### config.mk
export PLATFORM = sky130hd
export DESIGN_NAME = result_to_usb_flat
export DESIGN_NICKNAME = d
export VERILOG_FILES = /design/src/rtl/result_to_usb_if.sv /design/src/rtl/result_to_usb.sv /design/src/flat_wrapper.sv
export SDC_FILE = /design/constraint.sdc
export NUM_CORES = 1
export LEC_CHECK = 0
export BUFFER_PORTS_ARGS = -buffer_cell sky130_fd_sc_hd__buf_2
export CAP_MARGIN = 10
export CORE_MARGIN = 5
export CORE_UTILIZATION = 44
export CTS_BUF_LIST = sky130_fd_sc_hd__clkbuf_16
export CTS_CLUSTER_DIAMETER = 60
export DETAILED_ROUTE_END_ITERATION = 8
export GPL_ROUTABILITY_DRIVEN = 0
export PLACE_DENSITY = 0.76
export SETUP_SLACK_MARGIN = 0.5
export SLEW_MARGIN = 20
export SYNTH_ARGS = -nofsm -noshare
export SYNTH_HDL_FRONTEND = slang
export SYNTH_SLANG_ARGS = --single-unit
### constraint.sdc
create_clock -name CLK -period 2.3 [get_ports CLK]
set_clock_uncertainty 0.05 [all_clocks]
set_input_delay 0.46 -clock CLK [delete_from_list [all_inputs] [get_ports CLK]]
set_output_delay 0.46 -clock CLK [all_outputs]
set_load 0.005 [all_outputs]
### src/rtl/result_to_usb_if.sv
// Wishbone read-master and FX2 slave-FIFO write signals of result_to_usb.
// master = result_to_usb side, slave = SDRAM/FX2/controller side.
interface result_to_usb_if;
  logic        stb_i;
  logic        cyc_i;
  logic        we_i;
  logic [3:0]  sel_i;
  logic [31:0] addr_i;
  logic [31:0] data_i;
  logic [31:0] data_o;
  logic        stall_o;
  logic        sdram_ack;
  logic        FLAGD;
  logic [1:0]  FIFOADR;
  logic        SLWR;
  logic        PKTEND;
  logic [15:0] fdata_o;
  logic        fdata_oe;

  modport master (
    output stb_i, cyc_i, we_i, sel_i, addr_i, data_i,
    input  data_o, stall_o, sdram_ack,
    input  FLAGD,
    output FIFOADR, SLWR, PKTEND, fdata_o, fdata_oe
  );

  modport slave (
    input  stb_i, cyc_i, we_i, sel_i, addr_i, data_i,
    output data_o, stall_o, sdram_ack,
    output FLAGD,
    input  FIFOADR, SLWR, PKTEND, fdata_o, fdata_oe
  );
endinterface

### src/rtl/result_to_usb.sv
// Reads word_cnt 16-bit results from SDRAM over Wishbone (one read outstanding) and writes
// each to the FX2 IN FIFO, committing a short final packet with PKTEND.
module result_to_usb #(
  parameter int         CNT_W     = 8,
  parameter int         PKT_WORDS = 256,
  parameter logic [1:0] EP_ADR    = 2'b10
) (
  input  logic             CLK,
  input  logic             rst_n,
  input  logic             start,
  input  logic [31:0]      base_addr,
  input  logic [CNT_W-1:0] word_cnt,
  output logic             busy,
  output logic             done,
  result_to_usb_if.master  bus
);

  localparam int PW = (PKT_WORDS > 1) ? $clog2(PKT_WORDS) : 1;
  localparam logic [PW-1:0] PKT_LAST = PW'(PKT_WORDS - 1);

  typedef enum logic [2:0] {
    IDLE, RD_REQ, RD_WAIT, WR_WAIT, WR_STB, TAIL, FIN
  } state_t;

  state_t           state, state_nxt;
  logic [31:0]      base_r;
  logic [CNT_W-1:0] cnt_r;
  logic [CNT_W-1:0] idx;
  logic [PW-1:0]    pkt_cnt;
  logic [15:0]      fdata_q;
  logic             oe_q;
  logic             rd_done;
  logic [CNT_W:0]   idx_inc;
  logic             more_words;
  logic             pkt_last;
  logic             unused_data_hi;

  // Ack in RD_REQ together with an accepted strobe counts as the read completing.
  assign rd_done    = ((state == RD_REQ) && !bus.stall_o && bus.sdram_ack) ||
                      ((state == RD_WAIT) && bus.sdram_ack);
  assign idx_inc    = {1'b0, idx} + {{CNT_W{1'b0}}, 1'b1};
  assign more_words = idx_inc < {1'b0, cnt_r};
  assign pkt_last   = (pkt_cnt == PKT_LAST);
  assign unused_data_hi = ^bus.data_o[31:16];

  always_comb begin
    state_nxt = state;
    case (state)
      IDLE:    if (start) state_nxt = (word_cnt == '0) ? FIN : RD_REQ;
      RD_REQ:  if (!bus.stall_o) state_nxt = bus.sdram_ack ? WR_WAIT : RD_WAIT;
      RD_WAIT: if (bus.sdram_ack) state_nxt = WR_WAIT;
      WR_WAIT: if (bus.FLAGD) state_nxt = WR_STB;
      WR_STB: begin
        if (more_words)    state_nxt = RD_REQ;
        else if (pkt_last) state_nxt = FIN;
        else               state_nxt = TAIL;
      end
      TAIL:    if (bus.FLAGD) state_nxt = FIN;
      FIN:     state_nxt = IDLE;
      default: state_nxt = IDLE;
    endcase
  end

  always_ff @(posedge CLK or negedge rst_n) begin
    if (!rst_n) begin
      state   <= IDLE;
      base_r  <= '0;
      cnt_r   <= '0;
      idx     <= '0;
      pkt_cnt <= '0;
      fdata_q <= '0;
      oe_q    <= 1'b0;
    end else begin
      state <= state_nxt;
      if (state == IDLE && start) begin
        base_r  <= base_addr;
        cnt_r   <= word_cnt;
        idx     <= '0;
        pkt_cnt <= '0;
      end
      if (rd_done) fdata_q <= bus.data_o[15:0];
      if (state == WR_STB) begin
        idx     <= idx + CNT_W'(1);
        pkt_cnt <= pkt_last ? '0 : pkt_cnt + PW'(1);
      end
      // FDATA stays driven from the first captured word until FIN so it holds across every strobe.
      if (state_nxt == WR_WAIT)                        oe_q <= 1'b1;
      else if (state_nxt == FIN || state_nxt == IDLE) oe_q <= 1'b0;
    end
  end

  assign busy         = (state != IDLE) && (state != FIN);
  assign done         = (state == FIN);
  assign bus.stb_i    = (state == RD_REQ);
  assign bus.cyc_i    = (state == RD_REQ) || (state == RD_WAIT);
  assign bus.we_i     = 1'b0;
  assign bus.sel_i    = bus.cyc_i ? 4'b0011 : 4'b0000;
  assign bus.addr_i   = base_r + 32'(idx);
  assign bus.data_i   = 32'd0;
  assign bus.SLWR     = !(state == WR_STB);
  assign bus.PKTEND   = !((state == TAIL) && bus.FLAGD);
  assign bus.FIFOADR  = busy ? EP_ADR : 2'b00;
  assign bus.fdata_o  = fdata_q;
  assign bus.fdata_oe = oe_q;

endmodule

### src/flat_wrapper.sv
// flat-port wrapper written by rule: the top's interface ports become plain ports
module result_to_usb_flat 
#(
  parameter int         CNT_W     = 8,
  parameter int         PKT_WORDS = 256,
  parameter logic [1:0] EP_ADR    = 2'b10
)
  (CLK, rst_n, start, base_addr, word_cnt, busy, done, bus_stb_i, bus_cyc_i, bus_we_i, bus_sel_i, bus_addr_i, bus_data_i, bus_data_o, bus_stall_o, bus_sdram_ack, bus_FLAGD, bus_FIFOADR, bus_SLWR, bus_PKTEND, bus_fdata_o, bus_fdata_oe);
  result_to_usb_if bus_i ();
  input  logic CLK;
  input  logic rst_n;
  input  logic start;
  input  logic [31:0] base_addr;
  input  logic [CNT_W-1:0] word_cnt;
  output logic busy;
  output logic done;
  output wire logic [$bits(bus_i.stb_i)-1:0] bus_stb_i;
  output wire logic [$bits(bus_i.cyc_i)-1:0] bus_cyc_i;
  output wire logic [$bits(bus_i.we_i)-1:0] bus_we_i;
  output wire logic [$bits(bus_i.sel_i)-1:0] bus_sel_i;
  output wire logic [$bits(bus_i.addr_i)-1:0] bus_addr_i;
  output wire logic [$bits(bus_i.data_i)-1:0] bus_data_i;
  input wire logic [$bits(bus_i.data_o)-1:0] bus_data_o;
  input wire logic [$bits(bus_i.stall_o)-1:0] bus_stall_o;
  input wire logic [$bits(bus_i.sdram_ack)-1:0] bus_sdram_ack;
  input wire logic [$bits(bus_i.FLAGD)-1:0] bus_FLAGD;
  output wire logic [$bits(bus_i.FIFOADR)-1:0] bus_FIFOADR;
  output wire logic [$bits(bus_i.SLWR)-1:0] bus_SLWR;
  output wire logic [$bits(bus_i.PKTEND)-1:0] bus_PKTEND;
  output wire logic [$bits(bus_i.fdata_o)-1:0] bus_fdata_o;
  output wire logic [$bits(bus_i.fdata_oe)-1:0] bus_fdata_oe;
  assign bus_stb_i = bus_i.stb_i;
  assign bus_cyc_i = bus_i.cyc_i;
  assign bus_we_i = bus_i.we_i;
  assign bus_sel_i = bus_i.sel_i;
  assign bus_addr_i = bus_i.addr_i;
  assign bus_data_i = bus_i.data_i;
  assign bus_i.data_o = bus_data_o;
  assign bus_i.stall_o = bus_stall_o;
  assign bus_i.sdram_ack = bus_sdram_ack;
  assign bus_i.FLAGD = bus_FLAGD;
  assign bus_FIFOADR = bus_i.FIFOADR;
  assign bus_SLWR = bus_i.SLWR;
  assign bus_PKTEND = bus_i.PKTEND;
  assign bus_fdata_o = bus_i.fdata_o;
  assign bus_fdata_oe = bus_i.fdata_oe;
  result_to_usb #(.CNT_W(CNT_W), .PKT_WORDS(PKT_WORDS), .EP_ADR(EP_ADR)) u_core (.CLK(CLK), .rst_n(rst_n), .start(start), .base_addr(base_addr), .word_cnt(word_cnt), .busy(busy), .done(done), .bus(bus_i));
endmodule
==> results_dict.tcl <==
set metrics [dict create \
    largest_net_degree_at_the_start_of_global_routing 45 \
    place_ws_ps -313 \
    groute.usage.overall_pct 19.0 \
    critical-path-max-stage-delay_ps 350 \
    finalHoldViolations 0 \
    fmaxAchievable_mhz 336 \
    num_vias 3955 \
    clk_pin_slew_ps 60 \
    layout-drive-gt1-share_pct 56.2 \
    placed_cell_area_um2 5500 \
    r2r_start "u_core.idx[3]$_DFFE_PN0P_" \
    cp-startpoint "u_core.base_r[0]$_DFFE_PN0P_" \
    cts_num_sinks 76 \
    final_max_slew_viol_count 0 \
    vdd_drop_max_mv 0.771 \
    asyncSetResetFlopFracSynth_pct 100 \
    area_growth_pct 52.6 \
    post-route-util_pct 69.5 \
    drv.max_cap_violation_count 0 \
    synth.yosys.seq_area_share_pct 42.3 \
    setup.worst_path.class "reg -> out" \
    postLayoutCellArea_um2 6860 \
    multi_input_area_um2 2920 \
    chipHeight_um 111 \
    final_cell_mix "sky130_fd_sc_hd__buf_2, sky130_fd_sc_hd__dfrtp_1, sky130_fd_sc_hd__buf_4" \
    grt_setup_unrepaired "true" \
    critPathArrivalTime_ps 2460 \
    status "finished with violations" \
    worst_path_max_delay_cell "sky130_fd_sc_hd__dfrtp_1" \
    crit_required_ps 1790 \
    initial_core_util_pct 45.5 \
    detail_route.drc_violations 0 \
    ctsRootBufferMaster "sky130_fd_sc_hd__clkbuf_16" \
    initialDrtViolationCount 153 \
    p_leak_nw 3.31 \
    antenna_found_initial 0 \
    number_of_fill_cells_in_the_layout 729 \
    ys_seq_elements 76 \
    chipWidth_um 111 \
    synthTopCellsByArea "sky130_fd_sc_hd__dfrtp_1, sky130_fd_sc_hd__mux2_2, sky130_fd_sc_hd__buf_4" \
    max-clock-path-buffers 2 \
    timing.critical_path.to_type "output port" \
    worst-slew-pin-transition_ps 560 \
    slew_headroom_pct 61.7 \
    cts_inserted_buffers 9 \
    cts_hold_buffers 0 \
    post_drt_via_cell_ratio 5.14 \
    violated_checks "negative setup slack" \
    mostFrequentLayoutCell "sky130_fd_sc_hd__buf_2" \
    fin_nets 728 \
    clock_insertion_delay_at_the_later_pin_of_the_skew_report_ps 320 \
    io_pins 172 \
    cellPowerDensity_nw_per_um2 1160 \
    grt_pass1_wl_um 19500 \
    dr.pass1.iters 4 \
    top_area_cell_type_share_of_the_netlist_area_pct 42.3 \
    fin_crit_sh_pct 129 \
    tritoncts "yes" \
    synth_largest_area_cell "sky130_fd_sc_hd__dfrtp_1" \
    seqCellArea_um2 1910 \
    finalHoldWorstSlack_ps 27.3 \
    wl_um 12700 \
    routedWlPerCell_um 16.5 \
    ys_types 48 \
    crit_buf_inv 4 \
    synth-main-ff-cell "sky130_fd_sc_hd__dfrtp_1" \
    synth-edff-count 0 \
    syn-instance-count 435 \
    placementRows 36 \
    yosysWarnings 0 \
    timing.final.crit_period_ps 2970 \
    setup_viol 32 \
    core-area_um2 9860 \
    crit_family "adder cells" \
    numPortBuffers 119 \
    die_area_um2 12300 \
    finalWorstSetupSlack_ps -672 \
    global_route.overflow_total 0 \
    hold_path_class "in -> async" \
    hpwlAfterDp_um 8130 \
    antenna_cells_inserted 0 \
    syn-cell-area_um2 4490 \
    timing.critical_path.cells "ha_2 > inv_2 > fa_2 > nor2b_1 > o21a_1 > o21ai_2 > a21oi_2 > buf_12 > buf_4 > nand2_2 > xnor2_2 > buf_2" \
    crit_path_max_fanout 12 \
    final_antenna_net_count 0 \
    avgSynthCellArea_um2 10.3 \
    cp-start-kind "flip-flop" \
    number_of_global_route_vias_before_repair 4065 \
    cts.htree.levels 3 \
]
[per-layer routing]
metal	routed length (um)	global-route usage [%]
met4	121	5.03
met2	6840	35.6
met3	765	3.88
met5	0	0
met1	5000	22.0
[worst reg2reg max path, cell delays in order, from the launching register on]
cell                       delay (ps)
sky130_fd_sc_hd__dfrtp_1          400
sky130_fd_sc_hd__buf_6            120
sky130_fd_sc_hd__and3_4           180
sky130_fd_sc_hd__and3_4           200
sky130_fd_sc_hd__buf_6            120
sky130_fd_sc_hd__xor2_1           140
sky130_fd_sc_hd__ha_1             280
sky130_fd_sc_hd__and3_4           160
sky130_fd_sc_hd__a221oi_2         270
sky130_fd_sc_hd__o21ai_2          110
sky130_fd_sc_hd__nor2_2           160
sky130_fd_sc_hd__a311oi_2         120
sky130_fd_sc_hd__a21o_1           170
[power by group]
group | leakage, nW | switching (mW) | internal (mW)
Combinational | 2.23 | 1.72 | 2.30
Clock | 0.145 | 0.558 | 0.944
Sequential | 0.929 | 0.478 | 1.92
Total | 3.31 | 2.76 | 5.16
[cell usage after synthesis, types with 6 or more instances]
library cell,count
sky130_fd_sc_hd__o21ai_0,27
sky130_fd_sc_hd__dfrtp_1,76
sky130_fd_sc_hd__nand3_1,20
sky130_fd_sc_hd__buf_4,40
sky130_fd_sc_hd__inv_1,17
sky130_fd_sc_hd__a21o_1,6
sky130_fd_sc_hd__buf_2,11
sky130_fd_sc_hd__nand2_1,34
sky130_fd_sc_hd__ha_1,17
sky130_fd_sc_hd__a21oi_1,10
sky130_fd_sc_hd__nor2_1,20
sky130_fd_sc_hd__nand4_1,10
sky130_fd_sc_hd__mux2_2,48
sky130_fd_sc_hd__and3_1,7
sky130_fd_sc_hd__xnor2_1,31
[per-stage QoR]
stage / TNS [ps] / power, mW / instances
after global placement: -4040 / 5.13 / 708
after floorplan: -1020 / 4.17 / 470
final: -14410 / 7.92 / 770
after detailed placement: -5160 / 5.26 / 708
after CTS: -13400 / 7.32 / 755
after global routing: -18610 / 8.42 / 770
[worst paths after layout]
| kind | end | slack [ps] | cells after the start |
|---|---|---|---|
| setup / recovery | bus_addr_i[14] | -670 | 12 |
| hold reg to reg | u_core.pkt_cnt[7]$_DFFE_PN0P_ | 440 | 1 |
| setup reg to reg | u_core.state[2]$_DFF_PN0_ | -300 | 12 |
| max in group asynchronous | u_core.bus.fdata_o[2]$_DFFE_PN0P_ | 1580 | 2 |
| hold / removal | u_core.base_r[1]$_DFFE_PN0P_ | 30 | 1 |
| min in group CLK | u_core.base_r[1]$_DFFE_PN0P_ | 290 | 3 |
[state kept, by name, summed over array words and instances (netlist names)]
| register | count |
|---|---|
| u_core.cnt_r | 8 |
| u_core.idx | 8 |
| u_core.state | 3 |
| u_core.pkt_cnt | 8 |
| u_core.bus.fdata_oe | 1 |
| u_core.bus.fdata_o | 16 |
| u_core.base_r | 32 |
[what timing repair did]
action,4_1_cts,5_1_grt
pin swaps,33,18
cloned,2,2
gates resized for setup,65,73
setup endpoints to repair,107,77
endpoints found under the hold margin,0,0
buffers inserted,29,13
[cell families (layout without fill, tap and decap cells)]
| logic type | Yosys count | count (layout) | share of synthesized area, % |
|---|---|---|---|
| buffers and inverters | 70 | 236 | 9.83 |
| AND/OR/NAND/NOR | 114 | 115 | 13.4 |
| flip-flops | 76 | 76 | 42.3 |
| other | 1 | 36 | 0.0835 |
| multiplexers | 48 | 48 | 12.0 |
| AO/OA/AOI/OAI | 72 | 72 | 10.1 |
| XOR/XNOR | 36 | 36 | 7.02 |
| adder cells (fa/ha/maj) | 18 | 18 | 5.18 |
[area by class of cell]
class,count,area share (%)
tap,133,2.43
clock buffer,9,3.28
timing repair buffer,203,21.4
multi-input combinational,325,42.6
sequential,76,27.8
inverter,17,1.15
clock inverter,7,1.33
Note: power is estimated with default switching activity, not from simulation.
